<file path="src/rtl/div_ctrl_pkg.sv">
// -----------------------------------------------------------------------------
// div_ctrl_pkg
//   Shared constants for the pc1 clock-divider controller: FSM state encodings
//   and the smallest legal divisor. Imported by the RTL; the pc1 wrapper and
//   the bench may import it as well.
// -----------------------------------------------------------------------------
package div_ctrl_pkg;

  // FSM state encodings (kept as plain 2-bit constants for legacy tooling).
  localparam logic [1:0] IDLE   = 2'd0;
  localparam logic [1:0] RUN    = 2'd1;
  localparam logic [1:0] SWITCH = 2'd2;

  // Requested divisors below this value are raised to it.
  localparam int MIN_DIV = 2;

endpackage

</file>
<file path="src/rtl/div_counter.sv">
// -----------------------------------------------------------------------------
// div_counter
//   Period counter for the clock divider. Counts 0..div-1 while running,
//   flags the last cycle of each period and produces the registered phase
//   used as the divided clock.
//
// Ports
//   i_CLK    in   1  clock, rising edge
//   i_RST    in   1  synchronous active-high reset
//   i_run    in   1  controller is active (registered state != IDLE)
//   i_clr    in   1  stop request; clears the counter at the next edge
//   i_div    in   W  current divisor (registered, >= 2)
//   o_wrap   out  1  last cycle of the period (registers only)
//   o_phase  out  1  divided clock: previous cycle's (cnt >= div/2)
// -----------------------------------------------------------------------------
module div_counter #(
  parameter int W = 8
) (
  input  logic         i_CLK,
  input  logic         i_RST,
  input  logic         i_run,
  input  logic         i_clr,
  input  logic [W-1:0] i_div,
  output logic         o_wrap,
  output logic         o_phase
);

  logic [W-1:0] cnt_q, cnt_d;
  logic         phase_q, phase_d;
  logic [W-1:0] last_cnt;

  // i_div >= 2 always, so the subtraction cannot underflow.
  assign last_cnt = i_div - W'(1);
  assign o_wrap   = i_run & (cnt_q == last_cnt);

  // NOTE: every signal assigned in always_comb gets a default first, so no
  // path through the block can leave it unassigned and infer a latch.
  always_comb begin
    cnt_d   = cnt_q + W'(1);
    phase_d = (cnt_q >= (i_div >> 1));
    if (!i_run || i_clr) begin
      // Idle, or stopping this cycle: counter parked at 0, clock held low.
      cnt_d   = '0;
      phase_d = 1'b0;
    end else if (o_wrap) begin
      cnt_d = '0;
    end
  end

  // NOTE: sequential state uses non-blocking assignments so every flop
  // samples the pre-edge values regardless of statement order.
  always_ff @(posedge i_CLK) begin
    if (i_RST) begin
      cnt_q   <= '0;
      phase_q <= 1'b0;
    end else begin
      cnt_q   <= cnt_d;
      phase_q <= phase_d;
    end
  end

  assign o_phase = phase_q;

endmodule

</file>
<file path="src/rtl/div_ctrl.sv">
// -----------------------------------------------------------------------------
// div_ctrl
//   Run/config controller for the pc1 clock-divider path. Produces a
//   programmable-ratio tick pulse and a divided clock. Divisor changes arrive
//   over a valid/ready handshake and take effect only at a period boundary,
//   so consumers never see a runt period.
//
// Ports
//   i_CLK        in   1       clock, rising edge
//   i_RST        in   1       synchronous active-high reset
//   i_EN         in   1       1 = divide, 0 = idle
//   i_CFG_VALID  in   1       divisor update request
//   i_CFG_DIV    in   W       requested divisor (0/1 are raised to 2)
//   o_CFG_READY  out  1       update accepted this cycle if valid
//   o_TICK       out  1       pulse on the last cycle of each period
//   o_CLK        out  1       divided clock, registered
//   o_BUSY       out  1       controller not idle
//   o_PERIODS    out  PCNT_W  completed periods since reset (wraps)
// -----------------------------------------------------------------------------
module div_ctrl
  import div_ctrl_pkg::*;
#(
  parameter int W       = 8,
  parameter int DEF_DIV = 10,
  parameter int PCNT_W  = 16
) (
  input  logic              i_CLK,
  input  logic              i_RST,
  input  logic              i_EN,
  input  logic              i_CFG_VALID,
  input  logic [W-1:0]      i_CFG_DIV,
  output logic              o_CFG_READY,
  output logic              o_TICK,
  output logic              o_CLK,
  output logic              o_BUSY,
  output logic [PCNT_W-1:0] o_PERIODS
);

  logic [1:0]        state_q, state_d;
  logic [W-1:0]      div_q, div_d;
  logic [W-1:0]      pend_q, pend_d;
  logic [PCNT_W-1:0] periods_q, periods_d;

  logic              cfg_ready;
  logic              xfer;
  logic [W-1:0]      cfg_div_clamped;
  logic              run;
  logic              wrap;
  logic              phase;

  assign run             = (state_q != IDLE);
  assign cfg_ready       = (state_q != SWITCH);
  assign xfer            = i_CFG_VALID & cfg_ready;
  assign cfg_div_clamped = (i_CFG_DIV < W'(MIN_DIV)) ? W'(MIN_DIV) : i_CFG_DIV;

  div_counter #(
    .W (W)
  ) u_counter (
    .i_CLK   (i_CLK),
    .i_RST   (i_RST),
    .i_run   (run),
    .i_clr   (~i_EN),
    .i_div   (div_q),
    .o_wrap  (wrap),
    .o_phase (phase)
  );

  always_comb begin
    state_d   = state_q;
    div_d     = div_q;
    pend_d    = pend_q;
    periods_d = periods_q;

    // A tick marks a completed period even if the run stops on that edge.
    if (wrap) begin
      periods_d = periods_q + PCNT_W'(1);
    end

    case (state_q)
      IDLE: begin
        // No period in flight, so a new divisor can apply at once.
        if (xfer) begin
          div_d = cfg_div_clamped;
        end
        if (i_EN) begin
          state_d = RUN;
        end
      end

      RUN: begin
        if (!i_EN) begin
          state_d = IDLE;
          // Ready is high here, so an update may still be accepted; the run
          // is ending, so there is no boundary to wait for.
          if (xfer) begin
            div_d = cfg_div_clamped;
          end
        end else if (xfer) begin
          // Even when this is the tick cycle, the new value waits for the
          // following wrap: the boundary being crossed now was already
          // committed to the old divisor.
          pend_d  = cfg_div_clamped;
          state_d = SWITCH;
        end
      end

      SWITCH: begin
        if (!i_EN) begin
          div_d   = pend_q;
          state_d = IDLE;
        end else if (wrap) begin
          div_d   = pend_q;
          state_d = RUN;
        end
      end

      default: begin
        state_d = IDLE;
      end
    endcase
  end

  always_ff @(posedge i_CLK) begin
    if (i_RST) begin
      state_q   <= IDLE;
      div_q     <= W'(DEF_DIV);
      pend_q    <= W'(DEF_DIV);
      periods_q <= '0;
    end else begin
      state_q   <= state_d;
      div_q     <= div_d;
      pend_q    <= pend_d;
      periods_q <= periods_d;
    end
  end

  assign o_CFG_READY = cfg_ready;
  assign o_TICK      = wrap;
  assign o_CLK       = phase;
  assign o_BUSY      = run;
  assign o_PERIODS   = periods_q;

endmodule

</file>
<file path="config.mk">
export PLATFORM = sky130hd
export DESIGN_NAME = div_ctrl
export DESIGN_NICKNAME = d
export VERILOG_FILES = /design/src/rtl/div_ctrl_pkg.sv /design/src/rtl/div_counter.sv /design/src/rtl/div_ctrl.sv
export SDC_FILE = /design/constraint.sdc
export NUM_CORES = 1
export LEC_CHECK = 0
export BUFFER_PORTS_ARGS = -buffer_cell sky130_fd_sc_hd__buf_2
export CAP_MARGIN = 20
export CORE_ASPECT_RATIO = 0.8
export CORE_UTILIZATION = 55
export DETAILED_ROUTE_END_ITERATION = 8
export PLACE_DENSITY = 0.77
export SLEW_MARGIN = 20
export SYNTH_ARGS = -nofsm -noshare
export SYNTH_HDL_FRONTEND = slang
export SYNTH_HIERARCHICAL = 1
export SYNTH_SLANG_ARGS = --single-unit
</file>
<file path="constraint.sdc">
create_clock -name i_CLK -period 5.46 [get_ports i_CLK]
set_clock_uncertainty 0.1 [all_clocks]
set_input_delay 1.092 -clock i_CLK [delete_from_list [all_inputs] [get_ports i_CLK]]
set_output_delay 1.092 -clock i_CLK [all_outputs]
set_load 0.1 [all_outputs]
</file>
# ---- Yosys cells after proc, flatten, opt, wreduce, memory -nomap -nowiden
# Index checks and enable logic that the tools add are counted.
dict set report op_classes {
  addsub 3
  mul 0
  div 0
  magnitude_cmp 2
  n_eq_ne 8
  shift 0
  mux 12
  n_bitwise 3
  n_reduce_logical 10
}
# op count
set ops {}
lappend ops {{two-way mux 8 bit} 5}
lappend ops {{one-hot mux 8 bit (3 select lines)} 1}
lappend ops {{adder 16 x 1 -> 16 bit, second input constant} 1}
lappend ops {{two-way mux 2 bit} 5}
lappend ops {{AND reduction 3 bit} 3}
lappend ops {{adder 8 x 1 -> 8 bit, second input constant} 1}
lappend ops {{equality test 8 bit} 1}
lappend ops {{greater-or-equal comparator 8 x 7 -> 1 bit} 1}
lappend ops {{< comparator 8 x 2 -> 1 bit, second input constant} 1}
lappend ops {{subtractor 8 x 1 -> 8 bit, second input constant} 1}
lappend ops {{!= test 2 bit, second input constant} 3}
lappend ops {{!= test 3 bit, second input constant} 2}
lappend ops {{one-hot mux 2 bit (3 select lines)} 1}
lappend ops {{nonzero test 3 bit} 1}
lappend ops {{OR reduction 3 bit} 1}
lappend ops {{bitwise AND 1 bit} 2}
lappend ops {{equality test 2 x 1 -> 1 bit, second input constant} 1}
lappend ops {{equality test 2 bit, second input constant} 1}
lappend ops {{zero test 2 bit} 1}
lappend ops {{nonzero test 2 bit} 1}
lappend ops {{OR reduction 2 bit} 1}
lappend ops {{zero test 1 bit} 1}
lappend ops {{logical OR 1 bit} 1}
lappend ops {{inverter 1 bit} 1}
dict set report totals {
  regBits 43
  latchBits 0
  ram_bits 0
  rom_bits 0
  memories 0
}

# ---- Logic depth before layout (Yosys ltp)
# Gate-level depths: netlist of run 1.
dict set report logic_depth {
  ltp_word 6
  depth_mapped 12
  depth_no_buf 10
}

# ---- Cells and area by module
# Netlist of run 1, hierarchy kept.
# module n_inst cells_each area_each_um2 seq_area_each_um2
set by_module_without_submodules {}
lappend by_module_without_submodules {div_ctrl 1 169 1512.7 680.7}
lappend by_module_without_submodules {div_counter 1 91 779.5 180.2}

# ---- Least setup slack after synthesis of run 1
# No wires, ideal clock.
dict set report synth_path {
  path_type {register -> register}
  startpoint {register div_q[0]}
  endpoint {register periods_q[13] (netlist: o_PERIODS[13])}
  setup_time_ns 0.063
  arrival_time_ns 5.624
  slack_ns -0.326
  stages_incl_launch_ff 13
  path_buffers 2
  cell_sequence {dfxtp_1 > inv_1 > ha_1 > or3b_1 > nor4_1 > o2111ai_1 > nor4_1 > buf_6 > and4_1 > buf_4 > nand4_4 > or4_1 > nand2_1}
}
dict set report synth_via {
  elab_chain_cells 3
}
# element line_no
set synth_lines {}
lappend synth_lines {{start, declared} div_ctrl.sv:40} ;# logic [W-1:0] div_q, div_d;
lappend synth_lines {{start signal, assigned} div_ctrl.sv:126} ;# div_q <= W'(DEF_DIV);
lappend synth_lines {{start signal, assigned} div_ctrl.sv:131} ;# div_q <= div_d;
lappend synth_lines {{subtractor 8 x 1 -> 8 bit} div_counter.sv:33} ;# assign last_cnt = i_div - W'(1);
lappend synth_lines {{equality test 8 bit} div_counter.sv:34} ;# assign o_wrap = i_run & (cnt_q == last_cnt);
lappend synth_lines {{bitwise AND 1 bit} div_counter.sv:34}
lappend synth_lines {{net o_TICK} div_ctrl.sv:33} ;# output logic o_TICK,
lappend synth_lines {{end signal, assigned} div_ctrl.sv:133} ;# periods_q <= periods_d;
lappend synth_lines {{end, declared} div_ctrl.sv:42} ;# logic [PCNT_W-1:0] periods_q, periods_d;
# The timed path passes the listed nets, and every way through them passes these cells.
# A chain may end at the register's enable or synchronous reset.

# ---- Worst setup path in the final report of run 1
dict set report layout_path {
  startpoint {register div_q[0]}
  endpoint {output o_TICK}
}
dict set report layout_via {
  elab_chain_cells 3
}
# element line_no
set layout_lines {}
lappend layout_lines {{subtractor 8 x 1 -> 8 bit} div_counter.sv:33}
lappend layout_lines {{equality test 8 bit} div_counter.sv:34}
lappend layout_lines {{bitwise AND 1 bit} div_counter.sv:34}
lappend layout_lines {{end, declared} div_ctrl.sv:33}
# No other way between the ends.

==> results of run 1 <==
-- per-stage QoR --
step           instance area (µm²)  utilization
2_1_floorplan                 2300            -
3_3_place_gp                  2470        0.633
3_5_place_dp                  2470        0.633
4_1_cts                       2580        0.662
5_1_grt                       2580        0.662
6_report                      2580        0.662
-- flip-flops by register name, indices dropped and copies added, names as in the netlist --
register / flops
o_PERIODS: 16
div_q: 8
pend_q: 8
u_counter/cnt_q: 8
state_q: 2
u_counter/o_phase: 1
-- cell families after synthesis --
kind of cell	share of synthesized area
mux	0.0355
xor+xnor	0.0917
compound gates	0.134
buf+inv	0.0562
flops	0.376
simple gates	0.252
fa+ha+maj	0.0546
-- cell usage after synthesis, drive strengths merged, types with 2 or more instances --
master   n
nand2   23
a31oi    4
and4     2
nor4     6
ha      10
clkbuf   2
o211ai   4
nor2b    3
mux2i    7
dfxtp   43
nand3b   2
nor3     5
buf      6
or3b     2
nor2    31
or4      3
xor2    12
nand4    5
xnor2   12
or3      2
inv     19
a211oi   9
nand2b   4
a21oi   11
o21ai    3
nand3   10
or2b     2
and3     5
-- worst max-delay path, cell delays in order (launching register included) --
cell and delay, ns:
dfxtp_1 0.36, inv_1 0.08, ha_1 0.19, or3b_1 0.39, nor4_1 0.24, o2111ai_1 0.23, nor4_2 0.19, buf_4 0.21
buf_2 0.44
-- routing by layer --
layer	vias to the layer above	global-route usage	routed length [µm]
li1	976	-	-
met1	868	0.300	2380
met2	35	0.342	1890
met3	2	0.0911	208
met4	0	0.0742	26
met5	-	0	0
-- how the worst max path moves through the flow --
| stage | startpoint | endpoint | slack (ns) | depth (start not counted) |
|---|---|---|---|---|
| 2_1_floorplan | div_q[0] | o_PERIODS[13] | 0.96 | 12 |
| 3_3_place_gp | div_q[0] | o_TICK | 2.05 | 8 |
| 3_5_place_dp | div_q[0] | o_TICK | 1.96 | 8 |
| 4_1_cts | div_q[0] | o_TICK | 1.63 | 8 |
| 5_1_grt | div_q[0] | o_TICK | 1.48 | 8 |
| 6_report | div_q[0] | o_TICK | 1.64 | 8 |
-- power groups by stage --
stage,logic [mW],clock network [mW],registers (mW)
global placement,0.0638,0,0.337
floorplan,0.0529,0,0.335
global route,0.0725,0.269,0.332
detailed placement,0.0645,0,0.338
CTS,0.0653,0.256,0.330
finish,0.0653,0.251,0.330
-- cell type report --
type	count	area, µm²	share of cell area
sequential	43	861	0.333
tap	55	68.8	0.0266
clock inverter	3	43.8	0.0169
timing repair buffer	32	163	0.0629
multi-input combinational	190	1310	0.506
clock buffer	5	68.8	0.0266
inverter	19	71.3	0.0276
==> summary.txt, run 1 <==
Status
  – Status: finished, final reports clean

Logic synthesis
  – Post-Synthesis Cells: 260
  – Mapped Area: 2290 µm²
  – Sequential element share of the synthesized area: 0.376
  – Synth Register Bits: 43
  – Top cells by area, synth: dfxtp_1, ha_1, nor2_1, xnor2_1, xor2_1
  – Share of the synthesized area in the top cell type: 0.376
  – Cell taking the most area after synthesis: dfxtp_1
  – Top FF cell, synth: dfxtp_1
  – Count of different cell masters after synthesis: 51
  – Async S/R FF share, synth: 0
  – Avg Inst Size Synth: 8.82 µm²
  – Total number of yosys warnings: 6
  – Synthesized net count: 282
  – EDFF count, synth: 0

STA
  – Final hold slack: 0.358 ns
  – Ratio of final minimum period to clock period: 0.700
  – Final Hold Fails: 0
  – Setup TNS: 0 ns
  – Final Slew Violations: 0
  – Final WS setup: 1.64 ns
  – Min Tclk post-route: 3.82 ns
  – RSZ-0062 raised after global routing: false
  – Final setup vio count: 0
  – Achievable frequency: 262 MHz
  – Slew at the pin with the worst max-slew slack: 0.596 ns
  – Max_slew headroom: 0.592

Pwr
  – Cell Pwr Density: 250 nW/µm²
  – Sw frac: 0.254
  – Cell leakage power: 1.10 nW
  – Peak supply drop: 0.208 mV
  – Register share of total power: 0.511
  – Clk network pwr share: 0.388
  – Total power: 647 µW
  – Int Power: 482 µW
  – Part of the power in combinational logic: 0.101
  – Net Switching: 164 µW

Placement
  – RePlAce Congestion: 0.771
  – DP Wirelength: 3220 µm
  – Placed Cells: 339
  – Buffers added on ports: 31
  – Pre-CTS setup slack: 1.96 ns

Routing
  – DRT iter0 DRCs: 83
  – Via Count: 1881
  – DRC: 0
  – Avg WL per Cell: 13.0 µm
  – Post-route ant nets: 0
  – Total Wirelength: 4510 µm
  – Drt via density: 5.42
  – First-pass DRT Iterations: 4

Cells and area
  – Non-Filler Instances: 347
  – Number of fill cells in the layout: 354
  – Layout cells sized above 1: 0.178
  – Synth-to-Final Area Change: 12.8%
  – Most frequent cells in the layout: dfxtp_1, nor2_1, buf_2, nand2_1, inv_1
  – Antenna Cells: 0
  – Most common cell after layout, fill and taps aside: dfxtp_1
  – Fin nets: 313

Global routing
  – Initial antenna violation count: 0
  – Largest net degree at the start of global routing: 33
  – Overall global routing resource usage: 0.229
  – First-pass GRT wire length: 7420 µm
  – Vias in the first global route: 1621
  – Gr ovfl total: 0

CTS
  – Clk slew on worst S/H paths: 0.08 ns
  – Clock sinks: 43
  – H-Tree Depth: 2
  – Hold_buf cts: 0
  – Cts bufs inserted: 5
  – Bufs on Longest Clock Path: 2
  – Cts repair resizes: 0
  – TritonCTS clock tree: yes
  – Clock Latency Late Sink: 0.30 ns
  – Setup repair bufs after CTS: 0
  – Root buffer cell: clkbuf_8

Min path
  – Min-Delay Path Class: flip-flop to flip-flop
  – Hold endpoint: pend_q[0]
  – Worst Hold Depth: 2
  – Hold path start: pend_q[0]

Die
  – Core area: 3900 µm²
  – Die area: 4430 µm²
  – I/O pin cnt: 32
  – Die X: 74.2 µm
  – Number of placement rows: 20
  – Starting Density: 0.587
  – Die height: 59.7 µm

Critical path
  – Critical Path RT: 4.27 ns
  – Crit start category: flip-flop
  – Reg2reg path depth: 11
  – RR Startpoint: div_q[0]
  – CP Max Fanout: 8
  – Reg2reg setup slack: 2.31 ns
  – Worst Setup End Kind: output port
  – CP arrival: 2.63 ns
  – Setup CP Type: flip-flop to output port
  – RR Endpoint: div_q[1]

Flow run
  – MaxCap Viol Count: 0
Power figures use the tool's default switching activity.
==> inputs of run 2 (changes only) <==
clock period = 3.56 ns   (was 5.46 ns; I/O delays follow)
==> run 2 against run 1 <==
  * Power rose by 42%
  * Worst setup slack got worse by 1.5 ns
  * Final area rose by 1.4%
  * Via count fell by 1.1%
  * Critical path type unchanged
  * Flip-flop and latch count did not move
  * Combinational power rose by 70%
==> summary.txt, run 2 (synthesized netlist as in run 1, its figures left out) <==
Routing
  – First-pass DRT Iterations: 4 (unchanged)
  – Via Count: 1861 (-1.1%)
  – Drt via density: 5.35 (-1.3%)
  – Avg WL per Cell: 12.9 µm (-0.66%)
  – DRC: 0 (unchanged)
  – Total Wirelength: 4490 µm (-0.38%)
  – Post-route ant nets: 0 (unchanged)
  – DRT iter0 DRCs: 95 (+14%)

STA
  – Min Tclk post-route: 3.39 ns
  – Setup TNS: 0 ns (unchanged)
  – Final Slew Violations: 0 (unchanged)
  – Final hold slack: 0.359 ns (+0.000594 ns)
  – Final Hold Fails: 0 (unchanged)
  – Final setup vio count: 0 (unchanged)
  – Ratio of final minimum period to clock period: 0.952
  – Achievable frequency: 295 MHz
  – RSZ-0062 raised after global routing: false
  – Slew at the pin with the worst max-slew slack: 0.597 ns (+0.000892 ns)
  – Max_slew headroom: 0.592 (-0.000611)

Critical path
  – CP Max Fanout: 5 (-3)
  – CP arrival: 2.58 ns (-0.05 ns)
  – CP startpoint: div_q[0]
  – Setup CP Type: flip-flop to output port
  – Reg2reg path depth: 10 (-1)
  – Worst Setup End Kind: output port
  – Crit start category: flip-flop
  – RR Endpoint: o_PERIODS[15]
  – Critical Path RT: 2.75 ns (-1.52 ns)
  – Reg2reg setup slack: 0.53 ns (-1.78 ns)
  – RR Startpoint: div_q[0]

CTS
  – Bufs on Longest Clock Path: 2 (unchanged)
  – TritonCTS clock tree: yes
  – Clk slew on worst S/H paths: 0.08 ns (about the same)
  – Root buffer cell: clkbuf_8
  – Cts repair resizes: 0 (unchanged)
  – Hold_buf cts: 0 (unchanged)
  – Clock Latency Late Sink: 0.29 ns (about the same)
  – Cts bufs inserted: 5 (unchanged)
  – Clock sinks: 43 (unchanged)
  – H-Tree Depth: 2 (unchanged)
  – Setup repair bufs after CTS: 0 (unchanged)

Global routing
  – First-pass GRT wire length: 7460 µm (+0.46%)
  – Initial antenna violation count: 0 (unchanged)
  – Overall global routing resource usage: 0.224 (-0.00449)
  – Vias in the first global route: 1661 (+2.5%)
  – Largest net degree at the start of global routing: 33 (unchanged)
  – Gr ovfl total: 0 (unchanged)

Cells and area
  – Most common cell after layout, fill and taps aside: dfxtp_1
  – Antenna Cells: 0 (unchanged)
  – Most frequent cells in the layout: dfxtp_1, nor2_1, buf_2, nand2_1, inv_1
  – Final core occ: 0.671 (+0.00898)
  – Layout cells sized above 1: 0.208 (+0.0301)
  – Synth-to-Final Area Change: 14.3%
  – Max reg flops: 16 (unchanged)
  – Non-Filler Instances: 348 (+0.29%)
  – Fin nets: 314 (+0.32%)

Die
  – Die height: 59.7 µm (unchanged)
  – Starting Density: 0.587 (unchanged)
  – Die X: 74.2 µm (unchanged)
  – Core area: 3900 µm² (unchanged)
  – I/O pin cnt: 32 (unchanged)
  – Die area: 4430 µm² (unchanged)
  – Number of placement rows: 20 (unchanged)

Placement
  – DP Wirelength: 3390 µm (+5.2%)
  – Buffers added on ports: 31 (unchanged)
  – Placed Cells: 340 (+0.29%)
  – RePlAce Congestion: 0.832 (+7.9%)

Pwr
  – Peak supply drop: 0.242 mV (+16%)
  – Cell leakage power: 1.09 nW (-0.70%)
  – Total power: 921 µW (+42%)
  – Cell Pwr Density: 351 nW/µm² (+40%)

Flow run
  – MaxCap Viol Count: 0 (unchanged)

Status
  – Status: finished, final reports clean

Min path
  – Min-Delay Path Class: flip-flop to flip-flop
  – Hold endpoint: pend_q[2]
  – Worst Hold Depth: 2 (unchanged)
  – Hold path start: pend_q[2]
-- run 2: cell count changes in the layout (fill, tap and decap cells not counted), sizes merged --
cell      before  now
clkinvlp       0    1
clkinv         2    1
clkbuf         5    6
buf           32   33
bufinv         1    0
-- run 2: how the worst max path moves through the flow --
| stage | end | slack [ns] | depth (start not counted) |
|---|---|---|---|
| 6_report | o_TICK | 0.17 | 7 |
| 5_1_grt | o_TICK | 0.06 | 7 |
| 4_1_cts | o_TICK | 0.13 | 7 |
| 3_5_place_dp | o_TICK | 0.47 | 7 |
| 3_3_place_gp | o_TICK | 0.58 | 7 |
| 2_1_floorplan | o_PERIODS[13] | -0.16 | 12 |
-- run 2: final cells by class --
type                    count  area (µm²)
clock buffers               6        72.6
clock inverters             2        12.5
fillers                   348        1280
inverters                  19        71.3
multi-input cells         190        1360
flip-flops and latches     43         863
well taps                  55        68.8
repair buffers             33         170
-- run 2: per-layer routing --
layer	up-vias	track usage	wire length (µm)
met1	849	0.299	2400
met3	6	0.0860	154
met5	-	0	0
met2	28	0.342	1890
met4	0	0.0522	56
li1	978	-	-
-- run 2: through the flow --
stage          area, µm²  worst slack (ns)
6_report            2620             0.170
5_1_grt             2620            0.0647
4_1_cts             2620             0.134
3_5_place_dp        2530             0.474
3_3_place_gp        2530             0.578
2_1_floorplan       2350            -0.160
-- run 2: worst max-delay path, cell delays in order, from the launching register on --
cell and delay (ns):
dfxtp_2 0.35, inv_2 0.07, ha_4 0.13, or3b_4 0.40, nor4_4 0.25, o2111ai_2 0.21, nor4_4 0.36, buf_2 0.51
-- run 2: where the power goes --
group	switching, mW	internal, mW
clock	0.166	0.137
sequential	0.0148	0.492
combinational	0.0674	0.0434
total	0.248	0.673
==> inputs of run 3 (changes only) <==
CELL_PAD_IN_SITES_DETAIL_PLACEMENT = 0   (was unset)
CELL_PAD_IN_SITES_GLOBAL_PLACEMENT = 2   (was unset)
CORE_UTILIZATION = 34   (was 55)
PLACE_DENSITY = unset   (was 0.77)
PLACE_DENSITY_LB_ADDON = 0.1   (was unset)
==> run 3 against run 2 <==
  * Final area rose by 2.4%
  * Via count fell by 0.11%
  * Worst setup slack improved by 0.20 ns
  * Combinational power barely moved
  * Power rose by 0.69%
  * Sequential share of layout area fell by 0.77 points
  * Register-to-register slack barely moved
  * Critical endpoint unchanged
  * Largest cell class unchanged
  * Largest power group unchanged
==> summary.txt, run 3 (synthesized netlist as in run 1, its figures left out) <==
CTS
  – Cts repair resizes: 0 (unchanged)
  – Root buffer cell: clkbuf_8
  – Clock sinks: 43 (unchanged)
  – Hold_buf cts: 0 (unchanged)
  – Setup repair bufs after CTS: 0 (unchanged)
  – TritonCTS clock tree: yes
  – Clock Latency Late Sink: 0.30 ns (about the same)
  – Cts bufs inserted: 5 (unchanged)
  – Bufs on Longest Clock Path: 2 (unchanged)
  – H-Tree Depth: 2 (unchanged)
  – Clk slew on worst S/H paths: 0.09 ns (about the same)

Placement
  – RePlAce Congestion: 0.721 (-13%)
  – Buffers added on ports: 31 (unchanged)
  – Placed Cells: 371 (+9.1%)
  – DP Wirelength: 3720 µm (+9.9%)

Pwr
  – Cell Pwr Density: 346 nW/µm² (-1.7%)
  – Peak supply drop: 0.137 mV (-43%)
  – Cell leakage power: 1.10 nW (+1.1%)
  – Net Switching: 253 µW (+2.1%)
  – Register share of total power: 0.548 (-0.003)
  – Total power: 927 µW (+0.69%)
  – Sw frac: 0.273 (+0.00386)
  – Part of the power in combinational logic: 0.118 (-0.002)
  – Clk network pwr share: 0.334 (+0.005)
  – Int Power: 674 µW (+0.16%)

Status
  – Status: finished, final reports clean

Cells and area
  – FF+latch area: 863 µm² (unchanged)
  – Final core occ: 0.416 (-0.255)
  – Most common cell after layout, fill and taps aside: dfxtp_1
  – Non-Filler Instances: 379 (+8.9%)
  – Synth-to-Final Area Change: 17.0%
  – Antenna Cells: 0 (unchanged)
  – Layout cells sized above 1: 0.210 (+0.00198)
  – Fin nets: 316 (+0.64%)
  – Area of the multi-input gates: 1360 µm² (unchanged)
  – Most frequent cells in the layout: dfxtp_1, nor2_1, buf_2, nand2_1, inv_1
  – Number of fill cells in the layout: 699 (+100%)
  – Max reg flops: 16 (unchanged)

STA
  – Ratio of final minimum period to clock period: 0.896 (-0.0558)
  – Max_slew headroom: 0.584 (-0.00733)
  – Final Hold Fails: 0 (unchanged)
  – RSZ-0062 raised after global routing: false
  – Final hold slack: 0.359 ns (+0.000763 ns)
  – Setup TNS: 0 ns (unchanged)
  – Slew at the pin with the worst max-slew slack: 0.608 ns (+0.0107 ns)
  – Final setup vio count: 0 (unchanged)
  – Final Slew Violations: 0 (unchanged)
  – Achievable frequency: 313 MHz (+6.2%)
  – Min Tclk post-route: 3.19 ns (-0.198 ns)

Die
  – Die X: 93.8 µm (+26%)
  – Starting Density: 0.356 (-0.231)
  – I/O pin cnt: 32 (unchanged)
  – Core area: 6440 µm² (+65%)
  – Die height: 75.4 µm (+26%)
  – Number of placement rows: 26 (+30%)
  – Die area: 7080 µm² (+60%)

Critical path
  – Critical Path RT: 2.75 ns (about the same)
  – Worst Setup End Kind: output port
  – Number of buffers and inverters on the critical path: 2 (unchanged)
  – Crit start category: flip-flop
  – Setup CP Type: flip-flop to output port
  – Top Family by Delay on Critical Path: simple AND/OR/NAND/NOR gates
  – Critical path's slowest cell: or4_4
  – Critical Path Max Stage Delay: 0.56 ns (+0.05 ns)
  – CP arrival: 2.38 ns (-0.20 ns)
  – CP Max Fanout: 7 (+2)
  – Reg2reg setup slack: 0.52 ns (about the same)
  – CP cell instances: or4_4 -> a211oi_1 -> a211oi_2 -> nor4_4 -> buf_4 -> buf_12

Routing
  – Post-route ant nets: 0 (unchanged)
  – DRC: 0 (unchanged)
  – Avg WL per Cell: 13.3 µm (+3.1%)
  – DRT iter0 DRCs: 50 (-47%)
  – Via Count: 1859 (-0.11%)
  – Drt via density: 4.91 (-8.3%)
  – Total Wirelength: 5040 µm (+12%)
  – First-pass DRT Iterations: 4 (unchanged)

Flow run
  – MaxCap Viol Count: 0 (unchanged)

Global routing
  – Routing usage on met1: 0.202 (-0.0971)
  – Initial antenna violation count: 0 (unchanged)
  – Grt peak-use layer: met2
  – Overall global routing resource usage: 0.158 (-0.0658)
  – First-pass GRT wire length: 8580 µm (+15%)
  – Gr ovfl total: 0 (unchanged)
  – Vias in the first global route: 1791 (+7.8%)
  – Met3 usage: 0.0419 (-0.0441)
  – GRT met2 Usage: 0.264 (-0.0780)
  – Largest net degree at the start of global routing: 33 (unchanged)

Min path
  – Min-Delay Path Class: flip-flop to flip-flop
-- run 3: cell types whose count changed in the layout (fill, tap and decap cells not counted) --
cell and delta:
buf_4 +2, buf_2 -1, clkinvlp_4 -1, buf_12 +1, clkbuf_1 +1
-- run 3: layout make-up --
| cell class | count | area share |
|---|---|---|
| Sequential cell | 43 | 0.322 |
| Clock buffer | 7 | 0.0285 |
| Tap cell | 84 | 0.0392 |
| Clock inverter | 1 | 0.00187 |
| Timing Repair Buffer | 35 | 0.0746 |
| Inverter | 19 | 0.0266 |
| Multi-Input combinational cell | 190 | 0.507 |
-- run 3: per-stage QoR --
stage | cell area [µm²] | setup WS, ns
finish | 2680 | 0.369
detailed placement | 2600 | 0.528
global placement | 2600 | 0.580
floorplan | 2350 | -0.160
CTS | 2680 | 0.339
global route | 2680 | 0.240
-- run 3: worst paths after layout --
path         cells after the start      start            end
min                              2  pend_q[4]      pend_q[4]
min reg2reg                      2  pend_q[4]      pend_q[4]
max                              6   div_q[1]         o_TICK
max reg2reg                      9   div_q[1]  o_PERIODS[15]
-- run 3: layer usage --
metal  part of all wire  up-vias
li1                   -      979
met5                  0        -
met3              0.042        5
met1               0.51      852
met4              0.011        0
met2               0.44       23
-- run 3: power groups by stage --
stage	combinational [mW]	clock, mW	sequential [mW]
after CTS	0.111	0.324	0.509
final	0.109	0.309	0.508
after global placement	0.111	0	0.520
after detailed placement	0.111	0	0.520
after floorplan	0.0884	0	0.515
after global routing	0.122	0.345	0.511
-- run 3: worst register-to-register path, stage by stage (launching register included) --
cell and delay (ns):
dfxtp_2 0.35, or4_4 0.56, a211oi_1 0.26, a211oi_2 0.17, nor4_4 0.31, buf_4 0.24, and4_1 0.34, nand4_4 0.16
or4_1 0.43, nand2_1 0.08
